## config.mk

```make
export PLATFORM = sky130hd
export DESIGN_NAME = interrupt_acknowledge_sequencer
export DESIGN_NICKNAME = d
export VERILOG_FILES = /design/src/rtl/interrupt_acknowledge_sequencer.sv
export SDC_FILE = /design/constraint.sdc
export NUM_CORES = 1
export LEC_CHECK = 0
export CAP_MARGIN = 20
export CORE_MARGIN = 3
export CORE_UTILIZATION = 40
export CTS_BUF_LIST = sky130_fd_sc_hd__clkbuf_8
export DETAILED_ROUTE_END_ITERATION = 16
export DONT_BUFFER_PORTS = 1
export GPL_TIMING_DRIVEN = 0
export PLACE_DENSITY = 0.53
export REMOVE_ABC_BUFFERS = 1
export SLEW_MARGIN = 20
export SYNTH_ARGS = -nofsm -noshare
export SYNTH_HDL_FRONTEND = slang
export SYNTH_SLANG_ARGS = --single-unit
```

## constraint.sdc

```tcl
create_clock -name clock -period 2.2 [get_ports clock]
set_clock_uncertainty 0.1 [all_clocks]
set_input_delay 0.44 -clock clock [delete_from_list [all_inputs] [get_ports clock]]
set_output_delay 0.44 -clock clock [all_outputs]
set_load 0.03 [all_outputs]
```

## src/rtl/interrupt_acknowledge_sequencer.sv

```systemverilog
// rtl/interrupt_acknowledge_sequencer.sv - 8259A INTA responder: counts INTA pulses,
// latches the winning level and sources CALL/vector bytes for 8086 and MCS-80 modes.
module interrupt_acknowledge_sequencer #(
  parameter logic [7:0] CALL_OPCODE = 8'hCD
) (
  input  logic        clock,
  input  logic        reset,
  input  logic        interrupt_acknowledge_n,
  input  logic        write_initial_command_word_1,
  input  logic        u8086_or_mcs80_config,
  input  logic        call_address_interval_4_or_8_config,
  input  logic [10:0] interrupt_vector_address,
  input  logic [7:0]  highest_level_in_request,
  input  logic        cascade_output_enable,
  output logic [7:0]  acknowledge_interrupt,
  output logic        end_of_acknowledge_sequence,
  output logic        freeze,
  output logic [7:0]  control_logic_data,
  output logic        out_control_logic_data
);

  // DONE is the single end-pulse cycle that follows the terminating INTA rise.
  typedef enum logic [2:0] {IDLE, ACK1, ACK2, ACK3, DONE} state_t;

  state_t     state;
  state_t     next_state;
  logic       inta_q;
  logic       inta_fall;
  logic       inta_rise;
  logic [2:0] level_code;
  logic [2:0] level_next;
  logic       spurious;
  logic [7:0] byte_value;
  logic       byte_defined;

  always_ff @(posedge clock or posedge reset) begin
    if (reset) inta_q <= 1'b1;
    else       inta_q <= interrupt_acknowledge_n;
  end

  assign inta_fall = inta_q & ~interrupt_acknowledge_n;
  assign inta_rise = ~inta_q & interrupt_acknowledge_n;

  // An empty request is treated as a spurious IR7.
  always_comb begin
    level_next = 3'd7;
    for (int i = 0; i < 8; i++) begin
      if (highest_level_in_request[i]) level_next = i[2:0];
    end
  end

  always_ff @(posedge clock or posedge reset) begin
    if (reset) state <= IDLE;
    else       state <= next_state;
  end

  always_comb begin
    next_state = state;
    if (write_initial_command_word_1) begin
      next_state = IDLE;
    end else begin
      case (state)
        IDLE: if (inta_fall) next_state = ACK1;
        ACK1: if (inta_fall) next_state = ACK2;
        ACK2: begin
          if (u8086_or_mcs80_config) begin
            if (inta_rise) next_state = DONE;
          end else if (inta_fall) begin
            next_state = ACK3;
          end
        end
        ACK3: if (inta_rise) next_state = DONE;
        default: next_state = IDLE;
      endcase
    end
  end

  always_ff @(posedge clock or posedge reset) begin
    if (reset) begin
      level_code <= 3'd0;
      spurious   <= 1'b0;
    end else if (write_initial_command_word_1 || state == DONE) begin
      level_code <= 3'd0;
      spurious   <= 1'b0;
    end else if (state == IDLE && inta_fall) begin
      level_code <= level_next;
      spurious   <= ~|highest_level_in_request;
    end
  end

  always_comb begin
    freeze                      = (state != IDLE);
    end_of_acknowledge_sequence = (state == DONE);
    acknowledge_interrupt       = 8'h00;
    if (state != IDLE && !spurious) acknowledge_interrupt = 8'h01 << level_code;

    byte_defined = 1'b0;
    byte_value   = 8'h00;
    case (state)
      ACK1: begin
        if (!u8086_or_mcs80_config) begin
          byte_defined = 1'b1;
          byte_value   = CALL_OPCODE;
        end
      end
      ACK2: begin
        byte_defined = 1'b1;
        if (u8086_or_mcs80_config)
          byte_value = {interrupt_vector_address[10:6], level_code};
        else if (call_address_interval_4_or_8_config)
          byte_value = {interrupt_vector_address[2:0], level_code, 2'b00};
        else
          byte_value = {interrupt_vector_address[2:1], level_code, 3'b000};
      end
      ACK3: begin
        if (!u8086_or_mcs80_config) begin
          byte_defined = 1'b1;
          byte_value   = interrupt_vector_address[10:3];
        end
      end
      default: begin
        byte_defined = 1'b0;
        byte_value   = 8'h00;
      end
    endcase

    out_control_logic_data = cascade_output_enable & ~interrupt_acknowledge_n & byte_defined;
    control_logic_data     = out_control_logic_data ? byte_value : 8'h00;
  end

endmodule

```

Word level (Yosys, flattened, before mapping)
Cells that the tools add are included.
Word-level totals
  bits in registers: 8
  word-level logic and storage cells: 57
Cells by class
  equal/unequal tests: 7
  shift-type cells: 1
  multiplexer cells: 28
  bitwise logic cells: 6
  reduce and logical (&&, ||, !) cells: 11
Operators by type and width (count)
  $mux 3: 16
  $mux 8: 5
  $pmux 8 s3: 1
  $pmux 3 s4: 1
  $reduce_or 8->1: 1
  $shl 1x3->8 const A: 1
  $eq 3x2->1 const B: 2
  $mux 6: 1
  $ne 3x3->1 const B: 2
  $and 1x1->1: 4
  $ne 4x4->1 const B: 1
  $eq 3x1->1 const B: 1
  $eq 3x3->1 const B: 1
  $logic_not 3->1: 1
  $mux 1: 3
  $reduce_and 3->1: 1
  $reduce_bool 3->1: 1
  $logic_and 1x1->1: 2
  $logic_not 1->1: 2
  $not 1->1: 2
  $pmux 1 s2: 1
  $reduce_bool 2->1: 1
  $reduce_or 2->1: 1
  $logic_or 1x1->1: 1

Depth between registers and ports, before layout
  word-level depth: 10
  mapped depth: 5

Worst setup path before layout
Ideal clock, no wire load.
  path kind: register -> output
  start: register state[0]
  end: output port control_logic_data[4]
  data arrival time: 1.620 ns
  required time: 1.660 ns
  path slack: 0.040 ns
  cell stages (with the launch flop): 5
  path through: dfrtp_1 buf_2 nor3_2 nand4_1 o21ai_0
Between the ends
  cells in the longest elaborated chain, start to end: 5
  elaborated cells on any way between the ends: 8
RTL lines
  from (decl): line 25  | state_t state;
  from (signal assigned): line 54  | else state <= next_state;
  $eq 3x2->1 or $eq 3x1->1 (tied branches): line 99  | case (state)
  $reduce_or 2->1 (no source line)
  $pmux 1 s2: line 99
  $and 1x1->1: line 127  | out_control_logic_data = cascade_output_enable & ~interrupt_acknowledge_n & byte_defined;
  $mux 8 (*): line 128  | control_logic_data = out_control_logic_data ? byte_value : 8'h00;
  to (decl): line 18  | output logic [7:0] control_logic_data,
Mark *: on every way between the ends. The rest lies on a longest branch, timed or not.

Worst setup path after layout
  start: register state[1]
  end: output port control_logic_data[1]
The elaborated chain is that of the path after synthesis.

==> run metrics <==
f_max=450.5 MHz; H-tree levels=1; DP HPWL=1.550 mm; CTS tree=built; area leader, netlist=dfrtp_1; status=finished, violations left; Final Hold Slack=0.1140 ns; I/O Pins=45; vias in the first global route=779; Vias=839; clock sinks=8; Mapped Cells=~110; Die Width=50.18 um; Startpoint Class=flip-flop; Synth Warn #=0; Antenna diodes=0; RSZ-0062 raised after global routing=true; gpl congestion=0.7395; start of the worst register-to-register path=inta_q; post-synthesis cell type count=32; cell family with most CP delay=compound AO/OA/AOI/OAI gates; Routed WL=2.064 mm; Power Density=between 400 and 500 mW/mm2; Post-Layout Cell Count=143; global-route wire length before repair=3.325 mm; depth of the worst register-to-register path=4; Setup crit end=control_logic_data[1]; Slew @ Worst Pin=between 0.7 and 0.8 ns; Clock Tree Buf Depth=2; PnR worst setup slack=-0.01980 ns; final max-slew violation count=0; largest net degree at the start of global routing=14; post-route ant nets=0; worst reg2reg endpoint=level_code[0]; # DRC=0; Layout Nets=approximately 150; gr ovfl total=0; row count=15; crit path max fanout=7; share of the synthesized area in the top cell type=22.44%; Slew headroom=between 40% and 50%; Final Cycle Share=100.9%; endpoints failing setup=1; core outline area=roughly 0.0018 mm2; placed cell count=133; synthesized cell area=780.7 um2; dpl cell area=792.0 um2; Peak VDD IR=596.4 uV; Area contributors post-synth=dfrtp_1 22%, a21oi_1 8.3%, nor2_1 7.2%, o21ai_0 4.5%, nand2_1 4.3%; failing checks=setup timing; Hold Fails Final Rpt=0; crit-path cells=nor2_4 > a2111o_2 > nor3_4; Synth Area per Inst=6.849 um2; worst path bufs/invs=0; initial DRC count=17; GRT Util Overall=16.93%; total power=469.2 uW; die height=roughly 50 um; CP startpoint=state[1]; Worst Path Required=1.66 ns; Layout area overhead=27.56%; IO Port Bufs=0; worst hold path type=input pin to flip-flop; DRT Pass-1 Iters=4; slowest CP cell=a2111o_2; Worst-path clk slew=0.04 ns; P_leak=roughly 0.00038 uW; initial antenna violation count=0; Root Buffer=clkbuf_8; final worst path period need=2.220 ns; total negative slack=-0.01980 ns; Initial Utilization=43.79%; register area share after synthesis=25.80%; share of cells above drive strength 1=a little over a quarter; Synth Register Bits=8; Crit Path Category=flip-flop to output port; Setup crit end kind=output port; total CTS buffers=3; Levels on crit path=3; DR WL/cell=14.43 um; reg-to-reg slack, setup=0.75 ns; WP data arrival=1.68 ns; later-pin clock latency in the skew report=0.22 ns; vias per std cell=around 5.9; Max-cap violations=0; design area=996.0 um2; critical path's largest stage delay=between 0.5 and 0.6 ns; Die ar.=0.002518 mm2
[power by group]
part / internal, uW / leakage, uW / total, uW / switching, uW
registers: 156 / 0.0000996 / 176 / 19.3
logic: 45.4 / 0.000253 / 114 / 68.8
clock network: 121 / 0.0000269 / 179 / 58.3
total: 323 / 0.000379 / 469 / 146
[how the worst min path moves through the flow]
stage / start / slack, ns / cells past startpoint / to
after floorplan: reset / 0.15 / 1 / level_code[0]
after global placement: reset / 0.20 / 1 / state[1]
after detailed placement: reset / 0.20 / 1 / state[1]
after CTS: interrupt_acknowledge_n / 0.11 / 0 / inta_q
after global routing: interrupt_acknowledge_n / 0.11 / 0 / inta_q
final: interrupt_acknowledge_n / 0.11 / 0 / inta_q
[what timing repair did]
item	CTS	global route
buffers inserted	3	2
pin swaps	2	7
hold buffers	1	0
endpoints found under the hold margin	7	0
setup endpoints to repair	17	16
resized for setup	17	11
[cells in the mapped netlist, drive strengths merged]
cell type / number
o31ai: 1
inv: 9
nand2: 9
nor2b: 2
a211oi: 1
buf: 3
nor2: 15
and3: 2
nand3: 5
nand4: 1
o2bb2ai: 1
and2: 1
clkbuf: 3
o21bai: 1
a32o: 1
dfstp: 1
mux2i: 3
a22o: 2
nor3b: 3
a2111o: 1
nor4: 3
o211ai: 2
or3: 2
o21a: 1
nor3: 8
dfrtp: 7
o41ai: 1
nand2b: 5
o21ai: 7
a21oi: 13
[sequential cells by signal, summed over array words and instances (netlist names)]
signal,count
spurious,1
level_code,3
inta_q,1
state,3
[per-stage QoR]
step	setup WS (ns)	util (%)
5_1_grt	-0.07057	55.86
2_1_floorplan	0.01779	-
6_report	-0.01980	55.86
4_1_cts	0.01723	52.14
3_5_place_dp	-0.1642	44.42
3_3_place_gp	-0.1508	44.07
[cell families (layout without fill, tap and decap cells)]
logic type             after synthesis  after routing  synth area share (%)
and+or+nand+nor                     56             56                 36.86
muxes                                3              3                 3.846
buffers and inverters               15             19                 7.691
DFF                                  8              8                 25.80
AOI/OAI and AO/OA                   32             32                 25.80
[worst reg2reg max path, cell delays in order, from the launching register on]
cell and delay [ns]:
dfstp_2 0.53, nor2b_1 0.24, and3_1 0.28, o41ai_1 0.10, o2bb2ai_1 0.14
[area by class of cell]
| type | instances | area (um2) |
|---|---|---|
| fillers | 166 | 787.0 |
| multi-input cells | 91 | 631.9 |
| flip-flops and latches | 8 | 206.4 |
| repair buffers | 6 | 47.55 |
| clock buffers | 3 | 41.29 |
| inverters | 9 | 33.78 |
| well taps | 25 | 31.28 |
| clock inverters | 1 | 3.754 |
[layout by cell type, fill, tap and decap left out, types with 2 or more instances in the layout]
master    netlist  layout
nor2_1         15      14
inv_1           8       9
nand2_1         9       9
a21oi_1        13       8
nand2b_1        5       5
o21ai_0         7       5
nand3_1         5       5
buf_4           0       5
a21oi_2         0       4
dfrtp_2         0       4
nor3_1          6       3
nor3_2          2       3
mux2i_1         3       3
clkbuf_8        0       3
dfrtp_1         7       3
nor2b_1         2       2
o211ai_1        2       2
and3_1          2       2
a22o_1          2       2
nor4_1          3       2
nor3b_2         0       2
or3_1           2       2
nor3_4          0       2
o21ai_4         0       2
[metal layers]
metal / share of wire [%] / vias to the layer above / global-route usage (%)
li1: - / 414 / -
met1: 45 / 388 / 21.15
met4: 0.48 / 0 / 2.765
met3: 7.8 / 2 / 4.451
met2: 46 / 35 / 29.35
met5: 0 / - / 0
Note: power is estimated with default switching activity, not from simulation.
